File: config.mk
export PLATFORM = sky130hd
export DESIGN_NAME = fetch_stage
export DESIGN_NICKNAME = d
export VERILOG_FILES = /design/src/rtl/cpu_pkg.sv /design/src/rtl/fetch_hold_buf.sv /design/src/rtl/fetch_stage.sv
export SDC_FILE = /design/constraint.sdc
export NUM_CORES = 1
export LEC_CHECK = 0
export CAP_MARGIN = 20
export CORE_MARGIN = 2
export CORE_UTILIZATION = 40
export DETAILED_ROUTE_END_ITERATION = 12
export GPL_TIMING_DRIVEN = 0
export PLACE_DENSITY = 0.71
export SLEW_MARGIN = 40
export SYNTH_ARGS = -nofsm -noshare
export SYNTH_HDL_FRONTEND = slang
export SYNTH_SLANG_ARGS = --single-unit
File: constraint.sdc
create_clock -name clk -period 1.85 [get_ports clk]
set_input_delay 0.37 -clock clk [delete_from_list [all_inputs] [get_ports clk]]
set_output_delay 0.37 -clock clk [all_outputs]
set_load 0.01 [all_outputs]
File: src/rtl/cpu_pkg.sv
// Shared CPU definitions: datapath widths, opcode field placement and the
// fetch slot payload carried by IF/ID, the hold buffer and the response tracker.
package cpu_pkg;

  localparam int unsigned INSTR_W    = 32;
  localparam int unsigned PC_W       = 10;
  localparam int unsigned OPCODE_W   = 4;
  localparam int unsigned OPCODE_MSB = 31;

  localparam logic [INSTR_W-1:0] NOP_INSTR = '0;

  typedef struct packed {
    logic               valid;
    logic [INSTR_W-1:0] instr;
    logic [PC_W-1:0]    pc;
  } fetch_slot_t;

  function automatic logic [OPCODE_W-1:0] opcode_of(input logic [INSTR_W-1:0] instr);
    return instr[OPCODE_MSB -: OPCODE_W];
  endfunction

endpackage

File: src/rtl/fetch_hold_buf.sv
// One-entry buffer that parks the ROM response arriving while decode is stalled
// and hands it back once the stall lifts.
module fetch_hold_buf
  import cpu_pkg::*;
(
  input  logic               clk,
  input  logic               rst,
  input  logic               flush,
  input  logic               capture,
  input  logic               drain,
  input  logic [INSTR_W-1:0] cap_instr,
  input  logic [PC_W-1:0]    cap_pc,
  output fetch_slot_t        slot
);

  // Flush (redirect) discards the parked instruction; capture and drain never coincide.
  always_ff @(posedge clk) begin
    if (rst || flush) begin
      slot <= '{valid: 1'b0, instr: NOP_INSTR, pc: '0};
    end else if (capture) begin
      slot <= '{valid: 1'b1, instr: cap_instr, pc: cap_pc};
    end else if (drain) begin
      slot.valid <= 1'b0;
    end
  end

endmodule

File: src/rtl/fetch_stage.sv
// Instruction fetch stage: owns the PC, drives the synchronous instruction ROM
// and fills the IF/ID register. ADDR_W/INSTR_W must match cpu_pkg::PC_W/INSTR_W.
module fetch_stage #(
  parameter int unsigned       ADDR_W   = 10,
  parameter int unsigned       INSTR_W  = 32,
  parameter logic [ADDR_W-1:0] RESET_PC = '0
) (
  input  logic               clk,
  input  logic               rst,
  input  logic               stall,
  input  logic               branch_taken,
  input  logic [ADDR_W-1:0]  branch_target,
  output logic               imem_en,
  output logic [ADDR_W-1:0]  imem_addr,
  input  logic [INSTR_W-1:0] imem_rdata,
  output logic [INSTR_W-1:0] if_id_instr,
  output logic [3:0]         if_id_opcode,
  output logic [ADDR_W-1:0]  if_id_pc,
  output logic               if_id_valid
);

  import cpu_pkg::*;

  logic [ADDR_W-1:0] pc_q, pc_d;
  fetch_slot_t       rsp_q, rsp_d;
  fetch_slot_t       if_id_q, if_id_d;
  fetch_slot_t       hold_q;
  fetch_slot_t       src_c;
  logic              hold_flush_c;
  logic              hold_capture_c;
  logic              hold_drain_c;

  assign imem_en   = !rst && !stall && !branch_taken;
  assign imem_addr = pc_q;

  fetch_hold_buf u_hold (
    .clk       (clk),
    .rst       (rst),
    .flush     (hold_flush_c),
    .capture   (hold_capture_c),
    .drain     (hold_drain_c),
    .cap_instr (imem_rdata),
    .cap_pc    (rsp_q.pc),
    .slot      (hold_q)
  );

  // A parked instruction is always older than anything on the ROM bus.
  always_comb begin
    src_c       = rsp_q;
    src_c.instr = imem_rdata;
    if (hold_q.valid) begin
      src_c = hold_q;
    end
  end

  // Priority below reset: redirect, then stall, then normal advance.
  always_comb begin
    pc_d           = pc_q;
    rsp_d          = rsp_q;
    if_id_d        = if_id_q;
    hold_flush_c   = 1'b0;
    hold_capture_c = 1'b0;
    hold_drain_c   = 1'b0;

    if (branch_taken) begin
      pc_d          = branch_target;
      rsp_d.valid   = 1'b0;
      if_id_d.valid = 1'b0;
      if_id_d.instr = NOP_INSTR;
      hold_flush_c  = 1'b1;
    end else if (stall) begin
      rsp_d.valid    = 1'b0;
      hold_capture_c = rsp_q.valid && !hold_q.valid;
    end else begin
      if_id_d = src_c;
      if (!src_c.valid) begin
        if_id_d.instr = NOP_INSTR;
      end
      hold_drain_c = 1'b1;
      pc_d         = pc_q + ADDR_W'(1);
      rsp_d        = '{valid: 1'b1, instr: NOP_INSTR, pc: pc_q};
    end
  end

  always_ff @(posedge clk) begin
    if (rst) begin
      pc_q    <= RESET_PC;
      rsp_q   <= '0;
      if_id_q <= '0;
    end else begin
      pc_q    <= pc_d;
      rsp_q   <= rsp_d;
      if_id_q <= if_id_d;
    end
  end

  assign if_id_instr  = if_id_q.instr;
  assign if_id_opcode = opcode_of(if_id_q.instr);
  assign if_id_pc     = if_id_q.pc;
  assign if_id_valid  = if_id_q.valid;

endmodule
==> results of run 1 <==
-- power by group --
part           leakage [uW]  switching (uW)  total (uW)  internal [uW]
clock network      0.000143             919        1900            980
registers          0.000871            57.4        2420           2370
logic               0.00103             277         579            302
-- registers in the layout, summed over array words and instances, names as in the netlist --
signal       count
if_id_pc        10
if_id_valid      1
rsp_q           11
if_id_instr     32
imem_addr       10
u_hold.slot     43
-- final cells by class --
type / count / area (um2)
Sequential cell: 107 / 2150
Multi-Input combinational cell: 381 / 2120
Tap cell: 140 / 175
Inverter: 2 / 7.51
Buffer: 52 / 243
Fill cell: 1040 / 4920
Clock buffer: 10 / 239
Timing Repair Buffer: 103 / 1030
Clock inverter: 6 / 56.3
-- metal layers --
metal	track usage (%)	share of wire (%)	up-vias
met2	35.9	48	144
met1	28.5	45	2025
met4	4.91	1.0	0
met5	0	0	-
li1	-	-	2096
met3	4.94	6.0	15
-- how the worst min path moves through the flow --
stage,end,startpoint
floorplan,u_hold.slot[0],u_hold.slot[0]
global placement,u_hold.slot[28],u_hold.slot[28]
detailed placement,u_hold.slot[22],u_hold.slot[22]
CTS,imem_addr[9],rst
global route,u_hold.slot[14],u_hold.slot[14]
finish,u_hold.slot[8],u_hold.slot[8]
-- worst min-delay path, cell delays in order (launching register included) --
cell	delay, ns
dfxtp_1	0.31
nand2_1	0.05
a21oi_1	0.05
-- what timing repair did --
| item | 4_1_cts | 5_1_grt |
|---|---|---|
| endpoints found under the setup margin | 11 | 5 |
| pin swaps | 1 | 0 |
| resized for setup | 8 | 7 |
| setup buffers | 1 | 0 |
-- cells in the mapped netlist, types with 3 or more instances --
| master | instances | area share (%) |
|---|---|---|
| nor3_1 | 34 | 3.8 |
| o21ai_0 | 4 | 0.44 |
| a21oi_1 | 56 | 6.2 |
| a221oi_1 | 32 | 6.2 |
| nand3_1 | 4 | 0.44 |
| nand2_1 | 112 | 9.3 |
| clkbuf_1 | 30 | 2.5 |
| nor2b_1 | 66 | 9.1 |
| buf_4 | 4 | 0.66 |
| or3_1 | 3 | 0.42 |
| nor2_1 | 21 | 1.7 |
| mux2i_1 | 10 | 2.2 |
| buf_2 | 16 | 1.8 |
| dfxtp_1 | 107 | 47 |
| a211oi_1 | 13 | 2.2 |
-- kinds of logic (layout without fill, tap and decap cells) --
family	Yosys count	count (layout)
simple gates	252	252
compound gates	113	113
flops	107	107
buf+inv	56	173
mux	11	11
xor+xnor	4	4
fa+ha+maj	1	1
-- through the flow --
| stage | instances | total power, uW | cell area (um2) | setup TNS [ns] |
|---|---|---|---|---|
| 6_report | 801 | 4900 | 6020 | 0 |
| 5_1_grt | 801 | 5090 | 6020 | 0 |
| 4_1_cts | 801 | 4930 | 6010 | 0 |
| 3_5_place_dp | 786 | 3050 | 5710 | -22.54 |
| 3_3_place_gp | 786 | 3040 | 5710 | -20.25 |
| 2_1_floorplan | 544 | 2750 | 4520 | 0 |
==> flow_summary.json, run 1 <==
{
  "finalHoldViolations": 0,
  "grt_pass1_wl_mm": 20.3,
  "clockBufferDepth": 2,
  "wire_per_inst_um": 15.7,
  "synth_compound_area_share_pct": 16.5,
  "ctsRootBufferMaster": "clkbuf_16",
  "final_util_pct": 55.0,
  "grt_max_degree": 20,
  "peakVddDrop_v": 0.000539,
  "worstSetupPathType": "reg2out",
  "dp_hpwl_mm": 9.02,
  "cp_cell_sequence": "clkdlybuf4s50_1",
  "synthCells": 544,
  "clock_latency_ns": 0.36,
  "post-route-min-period_ns": 1.77,
  "grt_pass1_vias": 4165,
  "rsz0062_at_grt": "no",
  "area_growth_pct": 33.2,
  "timing.rr.end": "u_hold.slot[32]",
  "fp.dieW_um": 110,
  "synth-adder-area-share_pct": 0.277,
  "numCtsBuffers": 9,
  "layout_setup_ws_ns": 0.0829,
  "num_vias": 4280,
  "final_common_cell": "nand2_1",
  "status": "complete, no violations",
  "cp.buffers_inverters": 1,
  "min_path_type": "reg2reg",
  "place_congestion": 0.818,
  "critPathLaunchType": "flop",
  "final_layout_size_suffix_gt1_share_pct": 7.11,
  "r2r_cells": 5,
  "crit_family": "buffers and inverters",
  "fmax_ghz": 0.566,
  "finClkSkew_ns": 0.0129,
  "io_pins": 104,
  "worstPathRequired_ns": 1.48,
  "nets": 703,
  "max_stage_delay_ns": 0.59,
  "synth_edf_count": 0,
  "worstMarginPinSlew_ns": 0.540,
  "antenna_found_initial": 0,
  "hold_ws_ns": 0.456,
  "cap_violations": 0,
  "via_per_inst": 5.34,
  "die_area_um2": 12200,
  "period_share_pct": 95.5,
  "power.density_nw_per_um2": 814,
  "slew_violations": 0,
  "hold_path_depth": 2,
  "muxShareOfSynthArea_pct": 2.47,
  "slew_headroom_pct": 64.0,
  "critPathMaxFanout": 6,
  "io_buffers": 102,
  "core_um2": 10900,
  "h-tree-depth": 3,
  "p_leak_uw": 0.00204,
  "final_cell_mix": "nand2_1 (112), dfxtp_1 (103), clkdlybuf4s50_1 (99)",
  "grt.overflow.total": 0,
  "firstDrtPassIters": 6,
  "setup_viol": 0,
  "async_flop_share_pct": 0,
  "drt-initial-drc-count": 230,
  "path_clk_slew_ns": 0.07,
  "ys_warn_count": 0,
  "rows": 38,
  "synth_top_family_by_area": "simple AND/OR/NAND/NOR gates",
  "crit_slowest_cell": "clkdlybuf4s50_1",
  "start_util_pct": 41.3,
  "syn-cell-area_um2": 4520,
  "cts_tree": "built",
  "syn-num-nets": 591,
  "yosys.area_share.simple_pct": 27.0,
  "dp_slack_ns": -0.768,
  "ant_nets": 0,
  "worst-path-stages": 1,
  "wl_mm": 12.6,
  "cp-startpoint": "imem_addr[8]",
  "cts.sinks": 107,
  "critPathArrivalTime_ns": 1.40,
  "drc": 0,
  "die_h_um": 110,
  "critPathCaptureType": "output port",
  "yosys.area_share.xor_xnor_pct": 0.776,
  "synth_area_per_cell_um2": 8.30,
  "cts-hold-fix-buffers": 0,
  "synth_seq_cells": 107,
  "worst-r2r-setup-slack_ns": 0.20,
  "diodes": 0,
  "synth-seq-area-share_pct": 47.4,
  "synth.distinct_cells": 39,
  "r2r_start": "u_hold.slot[42]",
  "crit_end": "imem_addr[8]",
  "ys.flop_type": "dfxtp_1",
  "grt_use_total_pct": 21.5
}
Power figures use the tool's default switching activity.
==> inputs of run 2 (changes only) <==
- GPL_ROUTABILITY_DRIVEN: default -> 0
==> run 2 against run 1 <==
Effect of this change: largest power group unchanged; worst setup slack worse by 0.033 ns; final cell count stayed put; sequential share of layout area shrank 0.064 points; die area is the same; non-clock buffer count unchanged; largest cell class unchanged; critical endpoint is now imem_addr[0]; routed wire length rose by 0.29%.
==> flow_summary.json, run 2 (synthesis gave the netlist of run 1 again) <==
{
  "die_area_um2": 12200,
  "cts-hold-fix-buffers": 0,
  "place_area_um2": 5710,
  "ant_nets": 0,
  "cp_cell_sequence": "clkdlybuf4s50_1",
  "nets": 703,
  "grt-busiest-layer": "met2",
  "critPathCaptureType": "output port",
  "power.density_nw_per_um2": 820,
  "h-tree-depth": 3,
  "max_stage_delay_ns": 0.60,
  "multi_input_area_um2": 2120,
  "crit_slowest_cell": "clkdlybuf4s50_1",
  "fp.dieW_um": 110,
  "final_layout_size_suffix_gt1_share_pct": 6.96,
  "cap_violations": 0,
  "start_util_pct": 41.3,
  "dp_hpwl_mm": 9.03,
  "p_total_uw": 4940,
  "die_h_um": 110,
  "numCtsBuffers": 9,
  "pwr-share-seq_pct": 49.1,
  "post-route-min-period_ns": 1.80,
  "diodes": 0,
  "post-place-cells": 786,
  "final_common_cell": "nand2_1",
  "largest-register": "u_hold.slot",
  "layout_setup_ws_ns": 0.0497,
  "num_vias": 4293,
  "slew_violations": 0,
  "path_clk_slew_ns": 0.07,
  "wl_mm": 12.6,
  "finClkSkew_ns": 0.00996,
  "cts_tree": "built",
  "core_um2": 10900,
  "ctsRootBufferMaster": "clkbuf_16",
  "grtUsageMet3_pct": 5.35,
  "peakVddDrop_v": 0.000617,
  "largest_register_ffs": 43,
  "use_met1_pct": 26.5,
  "rows": 38,
  "p_int_uw": 3630,
  "firstDrtPassIters": 5,
  "grtUsageMet2_pct": 36.3,
  "num-fill-cells": 1030,
  "period_share_pct": 97.3,
  "grt.overflow.total": 0,
  "via_per_inst": 5.36,
  "area_growth_pct": 33.3,
  "p_leak_uw": 0.00204,
  "switching_share_pct": 26.4,
  "crit_family": "buffers and inverters",
  "grt_use_total_pct": 21.1,
  "critPathArrivalTime_ns": 1.43,
  "power_switching_uw": 1300,
  "cts.sinks": 107,
  "grt_pass1_vias": 4186,
  "hold_path_startpoint": "rst",
  "r2r_start": "u_hold.slot[42]",
  "pwr-share-clk_pct": 39.2,
  "final_area_um2": 6020,
  "cp-startpoint": "imem_addr[0]",
  "rsz0062_at_grt": "no",
  "finalHoldViolations": 0,
  "clock_latency_ns": 0.35,
  "drt-initial-drc-count": 228,
  "layout.cells.non_filler": 801,
  "hold_ws_ns": 0.442,
  "dp_slack_ns": -0.795,
  "clockBufferDepth": 2,
  "setup_viol": 0,
  "seq_area_um2": 2140,
  "worstMarginPinSlew_ns": 0.544,
  "grt_pass1_wl_mm": 20.3,
  "slew_headroom_pct": 63.7,
  "drc": 0,
  "fmax_ghz": 0.555,
  "min_path_type": "in2reg",
  "critPathMaxFanout": 6,
  "io_pins": 104,
  "cp.buffers_inverters": 1,
  "antenna_found_initial": 0,
  "final_cell_mix": "nand2_1 (112), dfxtp_1 (105), clkdlybuf4s50_1 (99)",
  "grt_max_degree": 22,
  "io_buffers": 102,
  "wire_per_inst_um": 15.8,
  "critPathLaunchType": "flop",
  "worstPathRequired_ns": 1.48,
  "worstSetupPathType": "reg2out",
  "status": "complete, no violations",
  "p_comb_share_pct": 11.7
}
-- run 2: power by group through the flow --
stage | sequential, uW | clock [uW] | combinational [uW]
4_1_cts | 2420 | 1960 | 580
2_1_floorplan | 2480 | 0 | 261
5_1_grt | 2430 | 2040 | 631
6_report | 2420 | 1930 | 578
3_5_place_dp | 2470 | 0 | 574
3_3_place_gp | 2470 | 0 | 565
-- run 2: metrics by stage --
stage               TNS [ns]  utilization, %
floorplan                  0               -
detailed placement    -23.86            52.2
global placement      -20.10            52.2
CTS                        0            55.0
global route               0            55.1
finish                     0            55.1
-- run 2: per-layer routing --
| layer | wire length [um] | vias to the layer above | share of wire, % |
|---|---|---|---|
| li1 | - | 2093 | - |
| met1 | 5510 | 2038 | 44 |
| met2 | 6090 | 148 | 48 |
| met3 | 931 | 14 | 7.4 |
| met4 | 116 | 0 | 0.92 |
| met5 | 0 | - | 0 |
-- run 2: path summary, 6_finish.rpt --
check,end,slack (ns),cells after the start
min reg2reg,u_hold.slot[8],0.46,2
min,imem_addr[9],0.44,3
max,imem_addr[0],0.05,1
max reg2reg,u_hold.slot[32],0.21,5
-- run 2: final cells by class --
cell class	instances	area share, %
Sequential cell	107	35.6
Multi-Input combinational cell	381	35.3
Timing Repair Buffer	103	17.1
Buffer	52	4.05
Clock buffer	9	3.74
Tap cell	140	2.91
Clock inverter	7	1.25
Inverter	2	0.125
-- run 2: timing repair --
item                       in CTS  in global routing
resized for setup               9                  4
buffers inserted                1                  0
pin swaps                       1                  0
setup endpoints to repair      11                  3
